--- config.mk ---
export PLATFORM = sky130hd
export DESIGN_NAME = rt_block_writer_flat
export DESIGN_NICKNAME = d
export VERILOG_FILES = /design/src/rtl/rt_block_writer_pkg.sv /design/src/rtl/rt_block_writer_if.sv /design/src/rtl/rt_quad_buffer.sv /design/src/rtl/rt_block_writer.sv /design/src/flat_wrapper.sv
export SDC_FILE = /design/constraint.sdc
export NUM_CORES = 1
export LEC_CHECK = 0
export ABC_AREA = 1
export CORE_MARGIN = 10
export CORE_UTILIZATION = 57
export CTS_BUF_LIST = sky130_fd_sc_hd__clkbuf_8
export DETAILED_ROUTE_END_ITERATION = 8
export GPL_TIMING_DRIVEN = 0
export PLACE_DENSITY_LB_ADDON = 0.15
export SYNTH_ARGS = -nofsm -noshare
export SYNTH_HDL_FRONTEND = slang
export SYNTH_HIERARCHICAL = 1
export SYNTH_SLANG_ARGS = --single-unit
--- constraint.sdc ---
create_clock -name sysclk -period 3.86 [get_ports sysclk]
set_input_delay 0.772 -clock sysclk [delete_from_list [all_inputs] [get_ports sysclk]]
set_output_delay 0.772 -clock sysclk [all_outputs]
set_load 0.005 [all_outputs]
--- src/rtl/rt_block_writer_pkg.sv ---
// rt_block_writer_pkg: shared register map, write-out state encoding and helpers.
// Revision 1.0
`default_nettype none
package rt_block_writer_pkg;

  localparam logic [7:0] ADDR_BOARD_STATUS = 8'h00;
  localparam logic [3:0] REG_DAC_CURRENT   = 4'd1;

  localparam logic [3:0] DAC_OFF_DEFAULT   = REG_DAC_CURRENT;
  localparam logic [7:0] STAT_ADDR_DEFAULT = ADDR_BOARD_STATUS;

  localparam int QB_DEPTH = 16;
  localparam int QB_WIDTH = 32;

  typedef enum logic [2:0] {
    ST_COLLECT = 3'd0,
    ST_START   = 3'd1,
    ST_SETUP   = 3'd2,
    ST_WRITE   = 3'd3,
    ST_NEXT    = 3'd4,
    ST_BLKEND  = 3'd5,
    ST_DONE    = 3'd6
  } bw_state_t;

  // Bits 0..n set: header plus every data entry of an n-quadlet packet.
  function automatic logic [15:0] valid_mask(input logic [3:0] n);
    logic [16:0] m;
    m = (17'd1 << ({1'b0, n} + 5'd1)) - 17'd1;
    return m[15:0];
  endfunction

  function automatic logic [7:0] entry_addr(input logic [3:0] k, input logic [3:0] n,
                                            input logic [3:0] dac_off,
                                            input logic [7:0] stat_addr);
    return (k == n) ? stat_addr : {k - 4'd1, dac_off};
  endfunction

endpackage
`default_nettype wire

--- src/rtl/rt_block_writer_if.sv ---
// rt_block_writer_if: real-time quadlet input plus register/block write bus.
// Revision 1.0
`default_nettype none
interface rt_block_writer_if;
  logic        rt_wen;
  logic [3:0]  rt_waddr;
  logic [31:0] rt_wdata;
  logic        bw_write_en;
  logic [7:0]  bw_reg_waddr;
  logic [31:0] bw_reg_wdata;
  logic        bw_reg_wen;
  logic        bw_blk_wstart;
  logic        bw_blk_wen;
  logic        rt_done;
  logic [7:0]  rt_ovr_cnt;

  modport master (
    input  rt_wen, rt_waddr, rt_wdata,
    output bw_write_en, bw_reg_waddr, bw_reg_wdata, bw_reg_wen,
           bw_blk_wstart, bw_blk_wen, rt_done, rt_ovr_cnt
  );

  modport slave (
    output rt_wen, rt_waddr, rt_wdata,
    input  bw_write_en, bw_reg_waddr, bw_reg_wdata, bw_reg_wen,
           bw_blk_wstart, bw_blk_wen, rt_done, rt_ovr_cnt
  );
endinterface
`default_nettype wire

--- src/rtl/rt_quad_buffer.sv ---
// rt_quad_buffer: 16x32 quadlet store with valid bitmap, 1W/1R, combinational read.
// Revision 1.0
`default_nettype none
module rt_quad_buffer
  import rt_block_writer_pkg::*;
(
  input  wire logic                clk,
  input  wire logic                rstn,
  input  wire logic                clr_i,
  input  wire logic                we_i,
  input  wire logic [3:0]          waddr_i,
  input  wire logic [QB_WIDTH-1:0] wdata_i,
  input  wire logic [3:0]          raddr_i,
  output logic      [QB_WIDTH-1:0] rdata_o,
  output logic      [QB_DEPTH-1:0] valid_o
);

  logic [QB_WIDTH-1:0] mem_q [QB_DEPTH];
  logic [QB_DEPTH-1:0] valid_q;

  always_ff @(posedge clk) begin
    if (we_i) mem_q[waddr_i] <= wdata_i;
  end

  // A clear together with a write leaves only the written entry valid (header store).
  always_ff @(posedge clk or negedge rstn) begin
    if (!rstn) begin
      valid_q <= '0;
    end else if (clr_i) begin
      valid_q <= we_i ? (16'd1 << waddr_i) : '0;
    end else if (we_i) begin
      valid_q[waddr_i] <= 1'b1;
    end
  end

  assign rdata_o = mem_q[raddr_i];
  assign valid_o = valid_q;

endmodule
`default_nettype wire

--- src/rtl/rt_block_writer.sv ---
// rt_block_writer: collects a real-time packet and writes it out as one register block.
// Revision 1.0
`default_nettype none
module rt_block_writer
  import rt_block_writer_pkg::*;
#(
  parameter logic [3:0] DAC_OFF   = DAC_OFF_DEFAULT,
  parameter logic [7:0] STAT_ADDR = STAT_ADDR_DEFAULT
) (
  input wire logic            sysclk,
  input wire logic            rstn,
  rt_block_writer_if.master   bus
);

  bw_state_t   state_q;
  logic [3:0]  n_q, idx_q, rd_idx;
  logic [7:0]  ovr_q, ovr_d;
  logic        write_en_q, reg_wen_q, blk_wstart_q, blk_wen_q, done_q;
  logic [7:0]  reg_waddr_q;
  logic [31:0] reg_wdata_q, rdata;
  logic [15:0] valid;
  logic        complete, accept, is_hdr, hdr_ok, data_ok, drop, buf_we, buf_clr;

  assign complete = (n_q >= 4'd2) && ((valid & valid_mask(n_q)) == valid_mask(n_q));
  assign accept   = (state_q == ST_COLLECT) && !complete;
  assign is_hdr   = (bus.rt_waddr == 4'd0);
  assign hdr_ok   = bus.rt_wen && accept && is_hdr && (bus.rt_wdata[3:0] >= 4'd2);
  assign data_ok  = bus.rt_wen && accept && !is_hdr && (n_q != 4'd0) && (bus.rt_waddr <= n_q);
  assign drop     = bus.rt_wen && !hdr_ok && !data_ok;
  assign buf_we   = hdr_ok || data_ok;
  assign buf_clr  = (bus.rt_wen && accept && is_hdr) || (state_q == ST_DONE);
  assign ovr_d    = (drop && (ovr_q != 8'hFF)) ? ovr_q + 8'd1 : ovr_q;
  assign rd_idx   = (state_q == ST_NEXT) ? idx_q + 4'd1 : idx_q;

  rt_quad_buffer u_buf (
    .clk     (sysclk),
    .rstn    (rstn),
    .clr_i   (buf_clr),
    .we_i    (buf_we),
    .waddr_i (bus.rt_waddr),
    .wdata_i (bus.rt_wdata),
    .raddr_i (rd_idx),
    .rdata_o (rdata),
    .valid_o (valid)
  );

  always_ff @(posedge sysclk or negedge rstn) begin
    if (!rstn) begin
      state_q      <= ST_COLLECT;
      n_q          <= '0;
      idx_q        <= '0;
      ovr_q        <= '0;
      write_en_q   <= 1'b0;
      reg_wen_q    <= 1'b0;
      blk_wstart_q <= 1'b0;
      blk_wen_q    <= 1'b0;
      done_q       <= 1'b0;
      reg_waddr_q  <= '0;
      reg_wdata_q  <= '0;
    end else begin
      ovr_q        <= ovr_d;
      reg_wen_q    <= 1'b0;
      blk_wstart_q <= 1'b0;
      blk_wen_q    <= 1'b0;
      done_q       <= 1'b0;
      case (state_q)
        ST_COLLECT: begin
          if (hdr_ok) n_q <= bus.rt_wdata[3:0];
          else if (bus.rt_wen && accept && is_hdr) n_q <= '0;
          if (complete) begin
            state_q      <= ST_START;
            write_en_q   <= 1'b1;
            blk_wstart_q <= 1'b1;
            idx_q        <= 4'd1;
          end
        end
        ST_START: begin
          state_q     <= ST_SETUP;
          reg_waddr_q <= entry_addr(rd_idx, n_q, DAC_OFF, STAT_ADDR);
          reg_wdata_q <= rdata;
        end
        ST_SETUP: begin
          state_q   <= ST_WRITE;
          reg_wen_q <= 1'b1;
        end
        ST_WRITE: state_q <= ST_NEXT;
        ST_NEXT: begin
          if (idx_q == n_q) begin
            state_q     <= ST_BLKEND;
            blk_wen_q   <= 1'b1;
            reg_waddr_q <= '0;
            reg_wdata_q <= '0;
          end else begin
            state_q     <= ST_SETUP;
            idx_q       <= rd_idx;
            reg_waddr_q <= entry_addr(rd_idx, n_q, DAC_OFF, STAT_ADDR);
            reg_wdata_q <= rdata;
          end
        end
        ST_BLKEND: begin
          state_q    <= ST_DONE;
          write_en_q <= 1'b0;
          done_q     <= 1'b1;
        end
        ST_DONE: begin
          state_q <= ST_COLLECT;
          n_q     <= '0;
          idx_q   <= '0;
        end
        default: state_q <= ST_COLLECT;
      endcase
    end
  end

  assign bus.bw_write_en   = write_en_q;
  assign bus.bw_reg_waddr  = reg_waddr_q;
  assign bus.bw_reg_wdata  = reg_wdata_q;
  assign bus.bw_reg_wen    = reg_wen_q;
  assign bus.bw_blk_wstart = blk_wstart_q;
  assign bus.bw_blk_wen    = blk_wen_q;
  assign bus.rt_done       = done_q;
  assign bus.rt_ovr_cnt    = ovr_q;

endmodule
`default_nettype wire
--- src/flat_wrapper.sv ---
// flat-port wrapper written by rule: the top's interface ports become plain ports
module rt_block_writer_flat import rt_block_writer_pkg::*;
#(
  parameter logic [3:0] DAC_OFF   = DAC_OFF_DEFAULT,
  parameter logic [7:0] STAT_ADDR = STAT_ADDR_DEFAULT
)
  (sysclk, rstn, bus_rt_wen, bus_rt_waddr, bus_rt_wdata, bus_bw_write_en, bus_bw_reg_waddr, bus_bw_reg_wdata, bus_bw_reg_wen, bus_bw_blk_wstart, bus_bw_blk_wen, bus_rt_done, bus_rt_ovr_cnt);
  rt_block_writer_if bus_i ();
  input wire logic sysclk;
  input wire logic rstn;
  input wire logic [$bits(bus_i.rt_wen)-1:0] bus_rt_wen;
  input wire logic [$bits(bus_i.rt_waddr)-1:0] bus_rt_waddr;
  input wire logic [$bits(bus_i.rt_wdata)-1:0] bus_rt_wdata;
  output wire logic [$bits(bus_i.bw_write_en)-1:0] bus_bw_write_en;
  output wire logic [$bits(bus_i.bw_reg_waddr)-1:0] bus_bw_reg_waddr;
  output wire logic [$bits(bus_i.bw_reg_wdata)-1:0] bus_bw_reg_wdata;
  output wire logic [$bits(bus_i.bw_reg_wen)-1:0] bus_bw_reg_wen;
  output wire logic [$bits(bus_i.bw_blk_wstart)-1:0] bus_bw_blk_wstart;
  output wire logic [$bits(bus_i.bw_blk_wen)-1:0] bus_bw_blk_wen;
  output wire logic [$bits(bus_i.rt_done)-1:0] bus_rt_done;
  output wire logic [$bits(bus_i.rt_ovr_cnt)-1:0] bus_rt_ovr_cnt;
  assign bus_i.rt_wen = bus_rt_wen;
  assign bus_i.rt_waddr = bus_rt_waddr;
  assign bus_i.rt_wdata = bus_rt_wdata;
  assign bus_bw_write_en = bus_i.bw_write_en;
  assign bus_bw_reg_waddr = bus_i.bw_reg_waddr;
  assign bus_bw_reg_wdata = bus_i.bw_reg_wdata;
  assign bus_bw_reg_wen = bus_i.bw_reg_wen;
  assign bus_bw_blk_wstart = bus_i.bw_blk_wstart;
  assign bus_bw_blk_wen = bus_i.bw_blk_wen;
  assign bus_rt_done = bus_i.rt_done;
  assign bus_rt_ovr_cnt = bus_i.rt_ovr_cnt;
  rt_block_writer #(.DAC_OFF(DAC_OFF), .STAT_ADDR(STAT_ADDR)) u_core (.sysclk(sysclk), .rstn(rstn), .bus(bus_i));
endmodule
==> results of run 1 <==
sequential cells by signal, summed over array words and instances, names as in the netlist, 3 cells and up:
signal,cells
u_core/bus.rt_ovr_cnt,8
u_core/bus.bw_reg_waddr,5
u_core/bus.bw_reg_wdata,32
u_core/u_buf/valid_o,16
u_core/state_q,3
u_core/idx_q,4
u_core/n_q,4
u_core/u_buf/mem_q,512
Yosys cell counts (3+ instances only):
library cell,n,share of area [%]
a21oi_1,3,0.058
a32o_1,32,1.2
buf_1,15,0.22
buf_2,46,0.89
buf_4,11,0.32
buf_6,28,1.2
clkbuf_1,24,0.35
dfrtp_1,77,7.4
edfxtp_1,512,59
ha_1,8,0.39
inv_1,449,6.5
inv_2,8,0.12
nand2_1,758,11
nand2_2,6,0.14
nand3_1,403,7.8
nand3b_1,3,0.087
nand4_1,12,0.29
nor2_1,43,0.62
nor2_2,4,0.096
nor3_1,4,0.077
o21ai_0,13,0.25
o22ai_1,19,0.46
xnor2_1,4,0.13
xor2_1,14,0.47
timing repair:
item                                   4_1_cts  5_1_grt
setup endpoints to repair                  516      513
endpoints found under the hold margin        0        0
pin swaps                                   16        2
resized for setup                            4        9
setup buffers                               18        2
cloned                                       0        0
layer usage:
metal	global-route usage (%)	share of wire, %
met1	36.6	38
met2	44.9	47
met3	4.94	11
met4	12.0	3.7
met5	0	0
cells in the final DEF, fill, tap and decap left out, drive strengths merged, types with 2 or more instances in the layout:
cell	synthesis	layout
a32o	32	32
a21oi	4	4
nand2	765	765
nor2	49	49
clkinv	1	23
inv	458	495
nor4	2	2
clkbuf	24	130
buf	101	141
o21bai	2	2
edfxtp	512	512
nand3b	3	3
nand3	406	406
xnor2	4	4
o31ai	2	2
o22ai	20	20
ha	8	8
bufinv	0	2
xor2	14	14
nor3	4	4
conb	2	4
o21ai	13	13
nand4	12	12
dfrtp	77	77
clkdlybuf4s50	0	87
clkinvlp	0	2
cells by family after synthesis:
logic type                 after synthesis
buffers and inverters                  584
adders and majority gates                8
and+or+nand+nor                       1243
xor gates and xnor gates                18
AOI/OAI and AO/OA                       77
other                                    2
DFF                                    589
critical path: stages (launching register included):
cell,delay (ps)
dfrtp_1,460
inv_2,160
nand2_1,120
nor2_1,190
inv_1,70
ha_2,320
nor2_1,40
nor2_1,90
nand2_1,50
nor2_1,100
nand3_1,80
nor2_1,130
nand3_1,120
nor2_2,180
a21oi_2,80
nand4_1,150
buf_6,170
nand2_1,90
nand2_2,200
buf_8,220
nor2_4,100
buf_12,180
power by group:
group          switching [W]  internal [W]
Sequential          0.000307       0.00730
Combinational        0.00512       0.00266
Clock                0.00244       0.00268
area by class of cell:
class / count / area [um^2] / share of cell area [%]
Clock inverter: 63 / 318 / 1.05
Sequential cell: 589 / 17300 / 57.0
Tap cell: 600 / 751 / 2.48
Clock buffer: 108 / 1490 / 4.90
Multi-Input combinational cell: 1350 / 6300 / 20.8
Timing Repair Buffer: 125 / 1630 / 5.38
Inverter: 459 / 1730 / 5.69
Buffer: 125 / 812 / 2.68
worst max path at each step:
stage / end / slack, ps / depth (start not counted)
floorplan: u_core/u_buf/mem_q[0][0]$_DFFE_PP_ / -420 / 19
global placement: u_core/u_buf/mem_q[3][22]$_DFFE_PP_ / -2650 / 9
detailed placement: u_core/u_buf/mem_q[2][21]$_DFFE_PP_ / -850 / 10
CTS: u_core/u_buf/mem_q[3][17]$_DFFE_PP_ / 9 / 21
global route: u_core/u_buf/mem_q[2][8]$_DFFE_PP_ / 6 / 21
finish: u_core/u_buf/mem_q[2][8]$_DFFE_PP_ / 220 / 21
through the flow:
step	std cells	cell area, um^2	hold WS, ps	setup TNS (ps)	power [W]
after global routing	3419	30300	44.0	0	0.0214
after detailed placement	3228	28200	494	-338800	0.0153
after floorplan	2523	26000	457	-212780	0.0123
after CTS	3417	30300	20.8	0	0.0203
after global placement	3211	27600	479	-1396790	0.0150
final	3419	30300	30.7	0	0.0205
==> run summary, run 1 <==
• run status: finished clean
• Setup WS pre-CTS: -852 ps
• gpl congestion: 0.907
• Area Growth Syn to Fin: 16.7%
• Worst-Skew Late Latency: 690 ps
• H-tree Lvls: 3
• via count of the first global-routing pass: 18500
• fraction of the mapped netlist area in compound gates: 2.32%
• total DRC errors in the routed layout: 0
• combinational family with the most area after synthesis: simple AND/OR/NAND/NOR gates
• starting density of the core: 57.5%
• most used flip-flop cell after synthesis: edfxtp_1
• layout cells sized above 1: 10.6%
• worst-case vdd ir drop: 0.537 mV
• antenna diode count: 0
• Power per Cell Area: 676 nW/um^2
• Nets: 2791
• crit share post-route: 94.3%
• category of the worst setup path launch point: flop
• floorplan die area: 54500 um^2
• total grt overflow: 0
• detailed placement HPWL: 49.5 mm
• vias after detailed routing: 19200
• Placeable Area: 45200 um^2
• Data required, critical path: 4280 ps
• number of cells produced by synthesis: 2521
• FILL cells: 3334
• initial antenna violation count: 0
• final antenna-violating net count: 0
• post-synthesis simple-gate area fraction: 20.4%
• final setup violation count: 0
• Worst Path Class, Setup: reg2reg
• startpoint of the worst-slack reg-to-reg timing path: u_core/n_q[1]$_DFFE_PN0P_
• DR pass1 iterations: 6
• number of buffers added to fix hold violations after cts: 0
• RSZ-0062 raised after global routing: false
• worst r2r dst: u_core/u_buf/mem_q[2][8]$_DFFE_PP_
• number of enable flip-flop cells after synthesis: 512
• proportion of synthesized area in mux cells: 0%
• Fmax achieved: 0.275 GHz
• post-synth cell types: 43
• TritonCTS clock tree: built
• number of buffers on the longest clock path: 3
• synthesized area divided by synthesized cell count: 10.3 um^2
• classification of the worst-slack hold path: in2async
• endpoint kind of the worst setup timing path: flop
• share of synthesized cell area in full adder, half adder and majority cells: 0.385%
• cells on worst reg2reg path: 21
• maximum number of pins on one net before global-route repair: 56
• aggregate routed wire length: 76.4 mm
• arrival time worst endpoint: 4050 ps
• violation count after the first detailed-routing iteration: 2205
• Hold Violations, Final: 0
• Std-Cell Rows: 78
• count of pins on the block boundary: 92
• leakage power figure: 13.2 nW
• number of flip-flops and latches in the synthesized netlist: 589
• sink count of the clock tree: 589
• setup slack of the most critical reg-to-reg path: 220 ps
• Max Cap Violations: 0
• max-slew violation total from the final report: 0
• DR WL/cell: 22.4 um
• slew at the pin closest to its max-slew limit: 1190 ps
• DR vias/cell: 5.62
• wire length of the first global-routing pass: 112 mm
• Yosys warning total: 6
• clock tree root driver cell: clkbuf_8
• parity-gate share of the synthesized area counting xor and xnor cells: 0.607%
• clock buffer count from CTS: 94
• ys async rst share: 13.1%
• Clk pin slew, worst setup/hold paths: 70 ps
• global-route total usage across every layer: 27.8%
• worst-case setup margin in the final layout: 221 ps
• end-of-flow core utilization: 67.1%
• Post-Syn Area: 26000 um^2
• die extent in y: 234 um
• Worst Skew: 38.5 ps
• worst relative slew slack: 20.5%
• sequential share of the synthesized area: 66.6%
• Crit. Startpoint: u_core/n_q[1]$_DFFE_PN0P_
• final period demand of the worst path: 3640 ps
• width of the die: 234 um
• IO buf count: 88
• Worst Path Max Fanout: 15
Power figures use the tool's default switching activity.
==> run 2: changes to the inputs <==
CORE_UTILIZATION = 59   (was 57)
DONT_BUFFER_PORTS = 1   (was unset)
RECOVER_POWER = 25   (was unset)
==> run summary, run 2 (synthesized netlist as in run 1, its figures left out) <==
• Top delay family on crit path: simple AND/OR/NAND/NOR gates
• most common cell after layout, fill and taps aside: nand2_1
• Sequential Area: 17300 um^2, unchanged
• run status: finished clean
• initial antenna violation count: 0, unchanged
• DR pass1 iterations: 6, unchanged
• category of the worst setup path launch point: flop
• final period demand of the worst path: 3700 ps, +63.0 ps
• worst-case vdd ir drop: 0.540 mV, +0.42%
• total DRC errors in the routed layout: 0, unchanged
• Worst Path Class, Setup: reg2reg
• layout cells sized above 1: 11.2%, +0.59 points
• arrival time worst endpoint: 4100 ps, +50 ps
• leakage power figure: 12.9 nW, -2.1%
• Worst Path Max Fanout: 16, +1
• clock buffer count from CTS: 91, -3.2%
• Fmax achieved: 0.270 GHz, -1.7%
• gpl congestion: 0.885, -2.4%
• slew at the pin closest to its max-slew limit: 1040 ps, -154 ps
• register name with the most flops: u_core/u_buf/mem_q
• Setup WS pre-CTS: -806 ps, +46.1 ps
• count of pins on the block boundary: 92, unchanged
• wire length of the first global-routing pass: 110 mm, -1.6%
• total grt overflow: 0, unchanged
• width of the die: 230 um, -1.6%
• Data required, critical path: 4260 ps, -20 ps
• aggregate routed wire length: 75.3 mm, -1.5%
• starting density of the core: 60.1%, +2.6 points
• sink count of the clock tree: 589, unchanged
• Area Growth Syn to Fin: 13.8%
• number of buffers on the longest clock path: 3, unchanged
• die extent in y: 230 um, -1.6%
• DR vias/cell: 5.66, +0.74%
• stage delay of the slowest cell on the critical path: 360 ps, -100 ps
• commonest cells after routing, fill and taps aside: nand2_1, edfxtp_1, inv_1
• max-slew violation total from the final report: 0, unchanged
• Placeable Area: 43300 um^2, -4.2%
• via count of the first global-routing pass: 17900, -3.0%
• cells traversed along the worst timing path: buf_4 -> nor2_4 -> inv_1 -> nor2_2 -> inv_1 -> ha_2 -> nor2_1 -> nor2_1 -> nand2_1 -> nor2_1 -> nand3_1 -> nor2_1 -> nand3_1 -> nor2_2 -> a21oi_2 -> nand4_1 -> buf_6 -> nand2_1 -> nand2_2 -> buf_8 -> nor2_4 -> buf_12 -> buf_16
• multi-input combinational cell area: 6310 um^2, about the same
• global-route total usage across every layer: 27.9%, +0.11 points
• vias after detailed routing: 18800, -2.3%
• violation count after the first detailed-routing iteration: 2419, +9.7%
• Std-Cell Rows: 76, -2.6%
• endpoint kind of the worst setup timing path: flop
• Max Cap Violations: 0, unchanged
• final setup violation count: 0, unchanged
• maximum number of pins on one net before global-route repair: 78, +39%
• most common cell type on the critical path: nor2_1
• antenna diode count: 0, unchanged
• TritonCTS clock tree: built
• count of buffer and inverter cells on the critical path: 7, +2
• FILL cells: 3069, -7.9%
• worst relative slew slack: 30.8%, +10 points
• clock tree root driver cell: clkbuf_8
• total power draw: 0.0202 W, -1.5%
• IO buf count: 0, -100%
• Clk pin slew, worst setup/hold paths: 70 ps, about the same
• final antenna-violating net count: 0, unchanged
• floorplan die area: 52800 um^2, -3.1%
• classification of the worst-slack hold path: in2async
• DR WL/cell: 22.7 um, +1.5%
• H-tree Lvls: 3, unchanged
• Nets: 2704, -3.1%
• setup slack of the most critical reg-to-reg path: 160 ps, -60 ps
• Hold Violations, Final: 0, unchanged
• max reg flops: 512, unchanged
• detailed placement HPWL: 48.8 mm, -1.5%
• Slowest cell on crit path: dfrtp_1
• crit share post-route: 95.9%, +1.6 points
• worst-case setup margin in the final layout: 158 ps, -63.0 ps
• Power per Cell Area: 683 nW/um^2, +1.0%
• Worst Skew: 30.3 ps, -8.15 ps
• Worst-Skew Late Latency: 660 ps, -30 ps
run 2: cell count changes in the layout (fill, tap and decap cells not counted), moves of 2 or more:
cell	previous run	this run
clkbuf_8	108	112
inv_1	485	481
bufinv_16	2	5
clkdlybuf4s50_1	87	0
buf_12	22	29
buf_16	10	7
clkinv_1	10	8
run 2: what timing repair did:
action | CTS | global route
hold buffers | 1 | 0
pin swaps | 16 | 2
resized for setup | 6 | 6
hold endpoints to repair | 77 | 0
buffers inserted | 20 | 4
endpoints found under the setup margin | 516 | 522
run 2: through the flow:
stage	cell area [um^2]	hold slack [ps]	util [%]	std cells	setup TNS [ps]
final	29600	25.2	68.4	3317	0
after CTS	29500	19.3	68.3	3313	0
after global routing	29600	32.5	68.4	3317	-923
after global placement	26700	480	61.8	3108	-1241300
after floorplan	26000	457	-	2523	-212780
after detailed placement	27200	480	62.9	3124	-324190
run 2: layout make-up:
cell class	count	area share, %
inverter	459	5.84
sequential	589	58.5
multi-input combinational	1350	21.3
buffer	125	2.74
tap	585	2.47
clock inverter	57	1.23
timing repair buffer	41	2.74
clock buffer	111	5.16
run 2: metal layers:
metal	wire (um)	GRT usage, %
met5	0	0
met4	2930	12.1
met3	8690	6.06
met2	35300	44.8
met1	28400	36.2
run 2: final timing paths:
kind,start,to,cells after the start
setup / recovery,u_core/n_q[3]$_DFFE_PN0P_,u_core/u_buf/mem_q[3][12]$_DFFE_PP_,23
hold / removal,rstn,u_core/n_q[3]$_DFFE_PN0P_,1
setup reg to reg,u_core/n_q[3]$_DFFE_PN0P_,u_core/u_buf/mem_q[3][12]$_DFFE_PP_,23
hold reg to reg,u_core/state_q[1]$_DFFE_PN0P_,u_core/bus.rt_done$_DFF_PN0_,1
max in group asynchronous,rstn,u_core/bus.bw_reg_wdata[2]$_DFFE_PN0P_,1
min in group sysclk,bus_rt_wdata[0],u_core/u_buf/mem_q[11][0]$_DFFE_PP_,0
run 2: where the power goes:
group / switching [W] / internal [W]
clock: 0.00239 / 0.00293
combinational: 0.00490 / 0.00229
sequential: 0.000384 / 0.00730
total: 0.00768 / 0.0125
